<file path="config.mk">
export PLATFORM = sky130hd
export DESIGN_NAME = uart_receiver
export DESIGN_NICKNAME = d
export VERILOG_FILES = /design/src/rtl/uart_receiver_pkg.sv /design/src/rtl/baud_controller.sv /design/src/rtl/uart_receiver.sv
export SDC_FILE = /design/constraint.sdc
export NUM_CORES = 1
export LEC_CHECK = 0
export ABC_AREA = 1
export BUFFER_PORTS_ARGS = -buffer_cell sky130_fd_sc_hd__buf_2
export CAP_MARGIN = 20
export CORE_ASPECT_RATIO = 0.9
export CORE_MARGIN = 2
export CORE_UTILIZATION = 65
export DETAILED_ROUTE_END_ITERATION = 7
export PLACE_DENSITY = 0.87
export SLEW_MARGIN = 20
export SYNTH_ARGS = -nofsm -noshare
export SYNTH_HDL_FRONTEND = slang
export SYNTH_SLANG_ARGS = --single-unit
</file>
<file path="constraint.sdc">
create_clock -name clk -period 3.35 [get_ports clk]
set_clock_uncertainty 0.05 [all_clocks]
set_input_delay 1.005 -clock clk [delete_from_list [all_inputs] [get_ports clk]]
set_output_delay 1.005 -clock clk [all_outputs]
set_load 0.005 [all_outputs]
</file>
<file path="src/rtl/uart_receiver_pkg.sv">
// Shared definitions for the UART receiver: FSM encoding, frame constants and
// the baud_select rate table with its 16x oversampling divisor helper.
package uart_receiver_pkg;

  localparam int unsigned DATA_BITS  = 8;
  localparam int unsigned OVERSAMPLE = 16;
  localparam int unsigned MID_TICK   = 7;
  localparam int unsigned TICK_W     = 4;
  localparam int unsigned BITCNT_W   = 3;

  typedef enum logic [2:0] {
    ST_IDLE   = 3'd0,
    ST_START  = 3'd1,
    ST_DATA   = 3'd2,
    ST_PARITY = 3'd3,
    ST_STOP   = 3'd4
  } state_e;

  function automatic int unsigned baud_rate(input logic [2:0] sel);
    case (sel)
      3'd0:    return 300;
      3'd1:    return 1200;
      3'd2:    return 4800;
      3'd3:    return 9600;
      3'd4:    return 19200;
      3'd5:    return 38400;
      3'd6:    return 57600;
      default: return 115200;
    endcase
  endfunction

  // Clocks per sample tick, rounded to nearest and never below one.
  function automatic int unsigned baud_divisor(input int unsigned clk_freq, input logic [2:0] sel);
    int unsigned step;
    int unsigned div;
    step = baud_rate(sel) * OVERSAMPLE;
    div  = (clk_freq + step / 2) / step;
    return (div == 32'd0) ? 32'd1 : div;
  endfunction

endpackage

</file>
<file path="src/rtl/baud_controller.sv">
// Generates sample_ENABLE, a one-clock pulse at 16x the selected baud rate.
module baud_controller
  import uart_receiver_pkg::*;
#(
  parameter int unsigned CLK_FREQ = 50000000
) (
  input  logic       reset,
  input  logic       clk,
  input  logic [2:0] baud_select,
  output logic       sample_ENABLE
);

  // The slowest rate has the largest divisor and sets the counter width.
  localparam int unsigned CNT_W = $clog2(baud_divisor(CLK_FREQ, 3'd0) + 1);

  logic [CNT_W-1:0] cnt_q, cnt_d;
  logic [CNT_W-1:0] div_last;
  logic             en_q, en_d;

  always_comb begin
    case (baud_select)
      3'd0:    div_last = CNT_W'(baud_divisor(CLK_FREQ, 3'd0) - 32'd1);
      3'd1:    div_last = CNT_W'(baud_divisor(CLK_FREQ, 3'd1) - 32'd1);
      3'd2:    div_last = CNT_W'(baud_divisor(CLK_FREQ, 3'd2) - 32'd1);
      3'd3:    div_last = CNT_W'(baud_divisor(CLK_FREQ, 3'd3) - 32'd1);
      3'd4:    div_last = CNT_W'(baud_divisor(CLK_FREQ, 3'd4) - 32'd1);
      3'd5:    div_last = CNT_W'(baud_divisor(CLK_FREQ, 3'd5) - 32'd1);
      3'd6:    div_last = CNT_W'(baud_divisor(CLK_FREQ, 3'd6) - 32'd1);
      default: div_last = CNT_W'(baud_divisor(CLK_FREQ, 3'd7) - 32'd1);
    endcase
  end

  // >= lets the counter recover at once when baud_select shrinks the divisor.
  always_comb begin
    cnt_d = cnt_q + CNT_W'(1);
    en_d  = 1'b0;
    if (cnt_q >= div_last) begin
      cnt_d = '0;
      en_d  = 1'b1;
    end
  end

  always_ff @(posedge clk or posedge reset) begin
    if (reset) begin
      cnt_q <= '0;
      en_q  <= 1'b0;
    end else begin
      cnt_q <= cnt_d;
      en_q  <= en_d;
    end
  end

  assign sample_ENABLE = en_q;

endmodule

</file>
<file path="src/rtl/uart_receiver.sv">
// 8E1 UART receiver: 2-flop synchronized RxD, 16x oversampling, mid-bit sampling
// at tick 7, with registered data, valid pulse and sticky parity/framing flags.
module uart_receiver
  import uart_receiver_pkg::*;
#(
  parameter int unsigned CLK_FREQ = 50000000
) (
  input  logic       clk,
  input  logic       reset,
  input  logic [2:0] baud_select,
  input  logic       Rx_EN,
  input  logic       RxD,
  output logic [7:0] Rx_DATA,
  output logic       Rx_VALID,
  output logic       Rx_PERROR,
  output logic       Rx_FERROR
);

  state_e                state_q, state_d;
  logic                  rx_meta_q, rx_sync_q, rx_prev_q;
  logic [TICK_W-1:0]     tick_q, tick_d;
  logic [BITCNT_W-1:0]   bit_cnt_q, bit_cnt_d;
  logic [DATA_BITS-1:0]  shift_q, shift_d;
  logic                  par_err_q, par_err_d;
  logic [DATA_BITS-1:0]  data_q, data_d;
  logic                  valid_q, valid_d;
  logic                  perr_q, perr_d;
  logic                  ferr_q, ferr_d;

  logic sample_en;
  logic start_fall;
  logic mid_bit;

  baud_controller #(
    .CLK_FREQ (CLK_FREQ)
  ) u_baud (
    .reset         (reset),
    .clk           (clk),
    .baud_select   (baud_select),
    .sample_ENABLE (sample_en)
  );

  assign start_fall = rx_prev_q & ~rx_sync_q;
  assign mid_bit    = sample_en && (tick_q == TICK_W'(MID_TICK));

  // State and datapath registers; synchronizer idles at the line's mark level.
  always_ff @(posedge clk or posedge reset) begin
    if (reset) begin
      state_q   <= ST_IDLE;
      rx_meta_q <= 1'b1;
      rx_sync_q <= 1'b1;
      rx_prev_q <= 1'b1;
      tick_q    <= '0;
      bit_cnt_q <= '0;
      shift_q   <= '0;
      par_err_q <= 1'b0;
      data_q    <= '0;
      valid_q   <= 1'b0;
      perr_q    <= 1'b0;
      ferr_q    <= 1'b0;
    end else begin
      state_q   <= state_d;
      rx_meta_q <= RxD;
      rx_sync_q <= rx_meta_q;
      rx_prev_q <= rx_sync_q;
      tick_q    <= tick_d;
      bit_cnt_q <= bit_cnt_d;
      shift_q   <= shift_d;
      par_err_q <= par_err_d;
      data_q    <= data_d;
      valid_q   <= valid_d;
      perr_q    <= perr_d;
      ferr_q    <= ferr_d;
    end
  end

  // Next-state logic; dropping Rx_EN abandons any frame immediately.
  always_comb begin
    state_d = state_q;
    if (!Rx_EN) begin
      state_d = ST_IDLE;
    end else begin
      case (state_q)
        ST_IDLE:   if (start_fall) state_d = ST_START;
        ST_START:  if (mid_bit) state_d = rx_sync_q ? ST_IDLE : ST_DATA;
        ST_DATA:   if (mid_bit && (bit_cnt_q == BITCNT_W'(DATA_BITS - 1))) state_d = ST_PARITY;
        ST_PARITY: if (mid_bit) state_d = ST_STOP;
        ST_STOP:   if (mid_bit) state_d = ST_IDLE;
        default:   state_d = ST_IDLE;
      endcase
    end
  end

  // Datapath and outputs; nothing but the free-running tick moves while disabled.
  always_comb begin
    tick_d    = sample_en ? tick_q + TICK_W'(1) : tick_q;
    bit_cnt_d = bit_cnt_q;
    shift_d   = shift_q;
    par_err_d = par_err_q;
    data_d    = data_q;
    valid_d   = 1'b0;
    perr_d    = perr_q;
    ferr_d    = ferr_q;
    if (Rx_EN) begin
      case (state_q)
        ST_IDLE: begin
          if (start_fall) tick_d = '0;
        end
        ST_START: begin
          if (mid_bit && !rx_sync_q) begin
            perr_d    = 1'b0;
            ferr_d    = 1'b0;
            bit_cnt_d = '0;
          end
        end
        ST_DATA: begin
          if (mid_bit) begin
            shift_d   = {rx_sync_q, shift_q[DATA_BITS-1:1]};
            bit_cnt_d = bit_cnt_q + BITCNT_W'(1);
          end
        end
        ST_PARITY: begin
          if (mid_bit) par_err_d = ^{shift_q, rx_sync_q};
        end
        ST_STOP: begin
          if (mid_bit) begin
            data_d  = shift_q;
            ferr_d  = ~rx_sync_q;
            perr_d  = par_err_q;
            valid_d = rx_sync_q & ~par_err_q;
          end
        end
        default: ;
      endcase
    end
  end

  assign Rx_DATA   = data_q;
  assign Rx_VALID  = valid_q;
  assign Rx_PERROR = perr_q;
  assign Rx_FERROR = ferr_q;

endmodule

</file>
== After elaboration in Yosys (flattened, before gate mapping) ==
Cells that the tools add are included.

* Register bits: 48
* Latch bits: 0
* RAM bits: 0
* Memory bits (read-only): 0
* Input port bits: 7
* Output and inout bits: 11
* Word-level logic and storage cells: 83
* Memories: 0

* Add/subtract/negate cells: 3
* $mul: 0
* Div/mod/pow operators: 0
* Magnitude comparators: 1
* Equal/unequal tests: 20
* Shift-type cells: 0
* Muxes and demuxes: 26
* Bitwise gates (word level): 4
* Reduce and logical (&&, ||, !) cells: 15

{| class="wikitable"
|+ Operator list
! operator !! number
|-
| 14-bit case mux with 7 select lines || 1
|-
| 3-bit two-way mux || 8
|-
| 4-bit two-way mux || 4
|-
| 3-bit equality test, second input constant || 5
|-
| 3-bit != test, second input constant || 5
|-
| 3-bit case mux with 5 select lines || 1
|-
| 14-bit by 1-bit adder with 14-bit output, second input constant || 1
|-
| 14-bit greater-or-equal comparator || 1
|-
| 14-bit two-way mux || 1
|-
| 3-bit by 2-bit equality test with 1-bit output, second input constant || 4
|-
| 3-bit AND reduction || 3
|-
| 9-bit parity || 1
|-
| 4-bit AND reduction || 2
|-
| 1-bit two-way mux || 7
|-
| 3-bit by 1-bit equality test with 1-bit output, second input constant || 2
|-
| 3-bit logical NOT || 2
|-
| 2-bit != test, second input constant || 3
|-
| 3-bit case mux with 2 select lines || 1
|-
| 5-bit AND reduction || 1
|-
| 4-bit by 1-bit adder with 4-bit output, second input constant || 1
|-
| 4-bit by 3-bit equality test with 1-bit output, second input constant || 1
|-
| 1-bit case mux with 2 select lines || 2
|-
| 2-bit nonzero test || 2
|-
| 3-bit by 1-bit adder with 3-bit output, second input constant || 1
|-
| 5 further kinds || 9
|}

== Longest topological paths before layout ==
* Depth after elaboration: 6
* Gate-level depth with buffers: 15
* Gate-level depth less buffers: 14

== By module ==
From an unflattened synthesis, not the netlist that was laid out.

* Cell total of the unflattened synthesis: 362
* Area total of the unflattened synthesis: 2,856.5 sq um

{| class="wikitable"
|+ By module, submodules not included
! module !! instances !! cells each !! area each (sq um) !! sequential area each (sq um)
|-
| uart_receiver || 1 || 193 || 1,659.1 || 829.5
|-
| baud_controller || 1 || 169 || 1,197.4 || 375.4
|}

== Least setup slack after synthesis ==
No wires, ideal clock.

* Kind: input port to flip-flop
* Start point: in baud_select[0]
* End point: reg u_baud.cnt_q[5]
* Setup time: 0.072 ns
* Arrival time: 2.416 ns
* Required time: 3.228 ns
* Path slack: 0.812 ns
* Stages on the path: 15
* Buffers on the path: 1
* Cells stage by stage: nand2_1 -> inv_1 -> nor2_1 -> nand2_1 -> nand2_1 -> inv_1 -> ha_1 -> inv_1 -> nor2_1 -> o21ai_0 -> nand3_1 -> nand2_1 -> nand3_1 -> buf_2 -> nor2_1

* Cells in the longest elaborated chain, start to end: 4

{| class="wikitable"
|+ Ends and longest elaborated chain
! what !! RTL line !! source
|-
| start: declaration || uart_receiver.sv:10 || <nowiki>input logic [2:0] baud_select,</nowiki>
|-
| 3-bit equality test (tied with other cells) || baud_controller.sv:21 || <nowiki>case (baud_select)</nowiki>
|-
| 14-bit case mux with 7 select lines (*) || baud_controller.sv:21 ||
|-
| 14-bit greater-or-equal comparator (*) || baud_controller.sv:37 || <nowiki>if (cnt_q >= div_last) begin</nowiki>
|-
| 14-bit two-way mux (*) || baud_controller.sv:37 ||
|-
| via u_baud.cnt_d[5] || baud_controller.sv:16 || <nowiki>logic [CNT_W-1:0] cnt_q, cnt_d;</nowiki>
|-
| end signal: assignment || baud_controller.sv:48 || <nowiki>cnt_q <= cnt_d;</nowiki>
|-
| end: declaration || baud_controller.sv:16 ||
|}

Mark *: on every way through the listed nets, which the timed path passes. The rest lies on a longest branch.
A chain may end at the register's enable or synchronous reset.

== Final worst setup path ==
* Start point: in baud_select[2]
* End point: reg u_baud.cnt_q[11]

Same word-level chain as after synthesis.

==> impl_summary.log <==
[metrics] post-route DRC violation count: 0
[metrics] count leader, synth: nand2_1
[metrics] number of I/O pins: 18
[metrics] setup slack of the worst register-to-register path: 1.66 ns
[metrics] Hold Path Stages: 0
[metrics] clock power share: between 20% and 30%
[metrics] Core Box Area: 4019 um2
[metrics] worst flop-to-flop path endpoint: u_baud.cnt_q[11]
[metrics] Hold Path End: rx_sync_q
[metrics] ratio of final minimum period to clock period: between 70 and 80%
[metrics] vias in the first global route: slightly above 2,000
[metrics] post-synth design cell area: about 2700 um2
[metrics] half-perimeter wire length after detailed placement: between 3 and 4 mm
[metrics] Setup crit end kind: flip-flop
[metrics] Post-Synth XOR/XNOR Area: around 5.2%
[metrics] sequential-to-total area share from yosys stat: between 40% and 50%
[metrics] cell types occupying the most area after synthesis: dfrtp_1, nand2_1, ha_1
[metrics] post-CTS setup-driven buffer insertion count: 0
[metrics] Total Wirelength: roughly 5 mm
[metrics] wire length of the first global-routing pass: roughly 8.9 mm
[metrics] total power divided by cell area: ~500 nW/um2
[metrics] global route total overflow: 0
[metrics] GPL Wtd Cong: between 0.8 and 0.9
[metrics] Max FO, Critical Path: 15
[metrics] count of routing violations after the opening detailed-route iteration: 117
[metrics] area of the multi-input gates: 1285 um2
[metrics] Skew-Pair Late Insertion Delay: about 0.30 ns
[metrics] Adder-Cell Fraction of Synth Area: around 7.5%
[metrics] Reg power frac: 49.2%
[metrics] share of synthesized cell area in and, or, nand and nor gates: approximately a quarter
[metrics] input/output buffers: 17
[metrics] number of antenna violations at the first check in global routing: 0
[metrics] switching power as a share of total power: between 30% and 40%
[metrics] area leader, netlist: dfrtp_1
[metrics] vias per cell: approximately 5.4
[metrics] origin of the critical flop-to-flop path: u_baud.cnt_q[11]
[metrics] pin count of the biggest net entering global routing: a little under 50
[metrics] number of buffers inserted by hold repair at cts: 0
[metrics] area delta synth->final: 8.746%
[metrics] TritonCTS Sinks: 48
[metrics] total number of yosys warnings: 0
[metrics] Crit-path slowest cell: ha_1
[metrics] combinational family with the most area after synthesis: simple AND/OR/NAND/NOR gates
[metrics] Inserted Clock Buffers: 5
[metrics] internal power contribution: between 0.0009 and 0.001 W
[metrics] fin crit period: 2.533 ns
[metrics] total of cells resized after clock tree synthesis: 0
[metrics] class of the worst hold path: reg -> reg
[metrics] Max Freq: slightly below 400 MHz
[metrics] number of storage elements in the synthesis netlist: between 40 and 50
[metrics] post-synth top area share: ~42%
[metrics] Wirelength per Cell: around 13 um
[metrics] total negative setup slack: 0 ns
[metrics] number of nets at the end of the flow: roughly 360
[metrics] type of element launching the critical path: input pin
[metrics] die outline height: approximately 65 um
[metrics] largest incremental delay on the critical path: 0.28 ns
[metrics] combined global-route utilization of all metal layers: 24.62%
[metrics] Final Util: about 72%
[metrics] Die Outline Area: about 4600 um2
[metrics] final hold violation count: 0
[metrics] worst min-delay path startpoint: rx_meta_q
[metrics] TritonCTS clock tree: built
[metrics] worst reg-to-reg path cell count: 7
[metrics] library cell appearing most often on the critical path: nand2_1
[metrics] Initial Util: about two thirds
[metrics] clock transition at the register clock pins on the worst setup and hold paths after CTS: 0.08 ns
[metrics] via count: 2,096
[metrics] horizontal die dimension: between 70 and 80 um
[metrics] clock tree buffer depth: 2
[metrics] most used standard cells in the synthesized netlist: nand2_1, dfrtp_1, inv_1
[metrics] share of cells above drive strength 1: between 10% and 20%
[metrics] worst relative slew slack: between 40% and 50%
[metrics] Slew @ Worst Pin: 0.8001 ns
[metrics] count of maximum capacitance violations: 0
[metrics] unrepaired setup endpoints after global routing: no
[metrics] Post-Synthesis Mean Instance Area: 8.465 um2
[metrics] Leak: about 1.5 nW
[metrics] endpoint arrival time on the critical path: 2.71 ns
[metrics] number of distinct library cell variants in the gate-level netlist after synthesis: 27
[metrics] compound-cell area share of the yosys netlist: 10.01%
[metrics] detailed-router iteration count before antenna repair: 5
[metrics] post-synthesis mux area share: 0%
[metrics] H-tree depth: 2
[metrics] critical path class: in -> reg
[metrics] root buffer cell: clkbuf_8
[metrics] Post-synth EDFFs: 0
[metrics] Setup violations, final: 0
[metrics] Max VDD drop: between 0.3 and 0.4 mV
[metrics] share of flip-flops with an asynchronous set or reset after synthesis: 100.0%
[metrics] number of nets still failing antenna checks after routing: 0
[metrics] final antenna diode count: 0
[metrics] Synthesized Nets: ~340
[metrics] Worst Setup SP: baud_select[2]
[metrics] run status: finished, final reports clean
[metrics] cell-by-cell listing of the critical path: buf_2 > nand2_1 > inv_1 > nor2_1 > nand2_1 > nand2_1 > inv_1 > ha_1 > inv_1 > nor2_1 > o21ai_0 > nand3_1 > nand2_1 > nand3_1 > buf_4 > nor2_1
[metrics] Post-Synthesis Cells: between 300 and 400
[metrics] sequential cell area: ~1200 um2
[metrics] combinational share of power: between 20% and 30%
[metrics] count of filler cells inserted in the layout: 306
[metrics] required time of the critical path: roughly 3.5 ns
[metrics] row cnt: 22
[metrics] dominant register cell in the synthesized netlist: dfrtp_1
[metrics] count of final max-slew check failures: 0
[metrics] switching power: ~0.00045 W
==> cell families (layout without fill, tap and decap cells) <==
logic type	count (synthesis)	after routing
AO/OA/AOI/OAI	40	40
flip-flops	48	48
XOR/XNOR	16	16
AND/OR/NAND/NOR	151	151
adder cells (fa/ha/maj)	16	16
buffers and inverters	45	68
==> placed cells by master (no fill, tap or decap), types with 5 or more instances in the layout <==
cell type  instances
nor2_1            31
clkbuf_8           5
a21oi_1            8
ha_1              16
inv_1             41
nand2_1           75
buf_2             17
nand3_1           23
o21ai_2           16
dfrtp_1           45
nor3_1             9
xnor2_1            5
o21ai_0           11
xor2_1            11
==> through the flow <==
stage | power, W | std cells | area (um2) | setup WS (ns) | hold WS (ns)
after global placement | 0.001033 | 379 | 2800 | 0.5920 | 0.2975
after CTS | 0.001459 | 387 | 2908 | 0.8270 | 0.3112
final | 0.001453 | 387 | 2909 | 0.8166 | 0.3110
after global routing | 0.001550 | 387 | 2909 | 0.6133 | 0.3177
after detailed placement | 0.001056 | 379 | 2800 | 0.4981 | 0.2991
after floorplan | 0.0009707 | 316 | 2675 | 0.8120 | 0.2952
==> state kept, by name (all words and copies together), names as in the netlist <==
name / flops
u_baud.cnt_q: 14
rx_sync_q: 1
Rx_DATA: 8
tick_q: 4
state_q: 3
rx_prev_q: 1
bit_cnt_q: 3
par_err_q: 1
shift_q: 8
Rx_VALID: 1
rx_meta_q: 1
u_baud.sample_ENABLE: 1
Rx_FERROR: 1
Rx_PERROR: 1
==> worst max-delay path: cells and delay by family <==
family,cells,cell delay [ns]
adder cells (fa/ha/maj),1,0.28
AO/OA/AOI/OAI,1,0.15
buffers and inverters,5,0.51
AND/OR/NAND/NOR,9,0.78
==> routing by layer <==
| layer | up-vias | part of all wire, % | track usage [%] |
|---|---|---|---|
| met5 | - | 0 | 0 |
| met2 | 35 | 48 | 39.70 |
| li1 | 1067 | - | - |
| met3 | 7 | 3.4 | 6.532 |
| met4 | 0 | 1.2 | 7.783 |
| met1 | 987 | 47 | 32.52 |
==> final cells by class <==
class                           instances  area share [%]
Clock buffer                            6           2.495
Clock inverter                          2           1.204
Inverter                               42           5.462
Multi-Input combinational cell        223           44.17
Sequential cell                        48           41.42
Tap cell                               48           2.065
Timing Repair Buffer                   18           3.183
==> power groups by stage <==
stage | Combinational [W] | Sequential [W] | Clock, W
final | 0.000331 | 0.000714 | 0.000408
after floorplan | 0.000263 | 0.000708 | 0
after detailed placement | 0.000330 | 0.000726 | 0
after CTS | 0.000332 | 0.000715 | 0.000412
after global routing | 0.000386 | 0.000723 | 0.000440
after global placement | 0.000309 | 0.000724 | 0
==> worst max path at each step <==
stage	endpoint	slack [ns]	cells after the start
2_1_floorplan	u_baud.cnt_q[5]	0.81	15
3_3_place_gp	u_baud.cnt_q[13]	0.59	16
3_5_place_dp	u_baud.cnt_q[12]	0.50	16
4_1_cts	u_baud.cnt_q[11]	0.83	16
5_1_grt	u_baud.cnt_q[10]	0.61	16
6_report	u_baud.cnt_q[11]	0.82	16
Power figures use the tool's default switching activity.
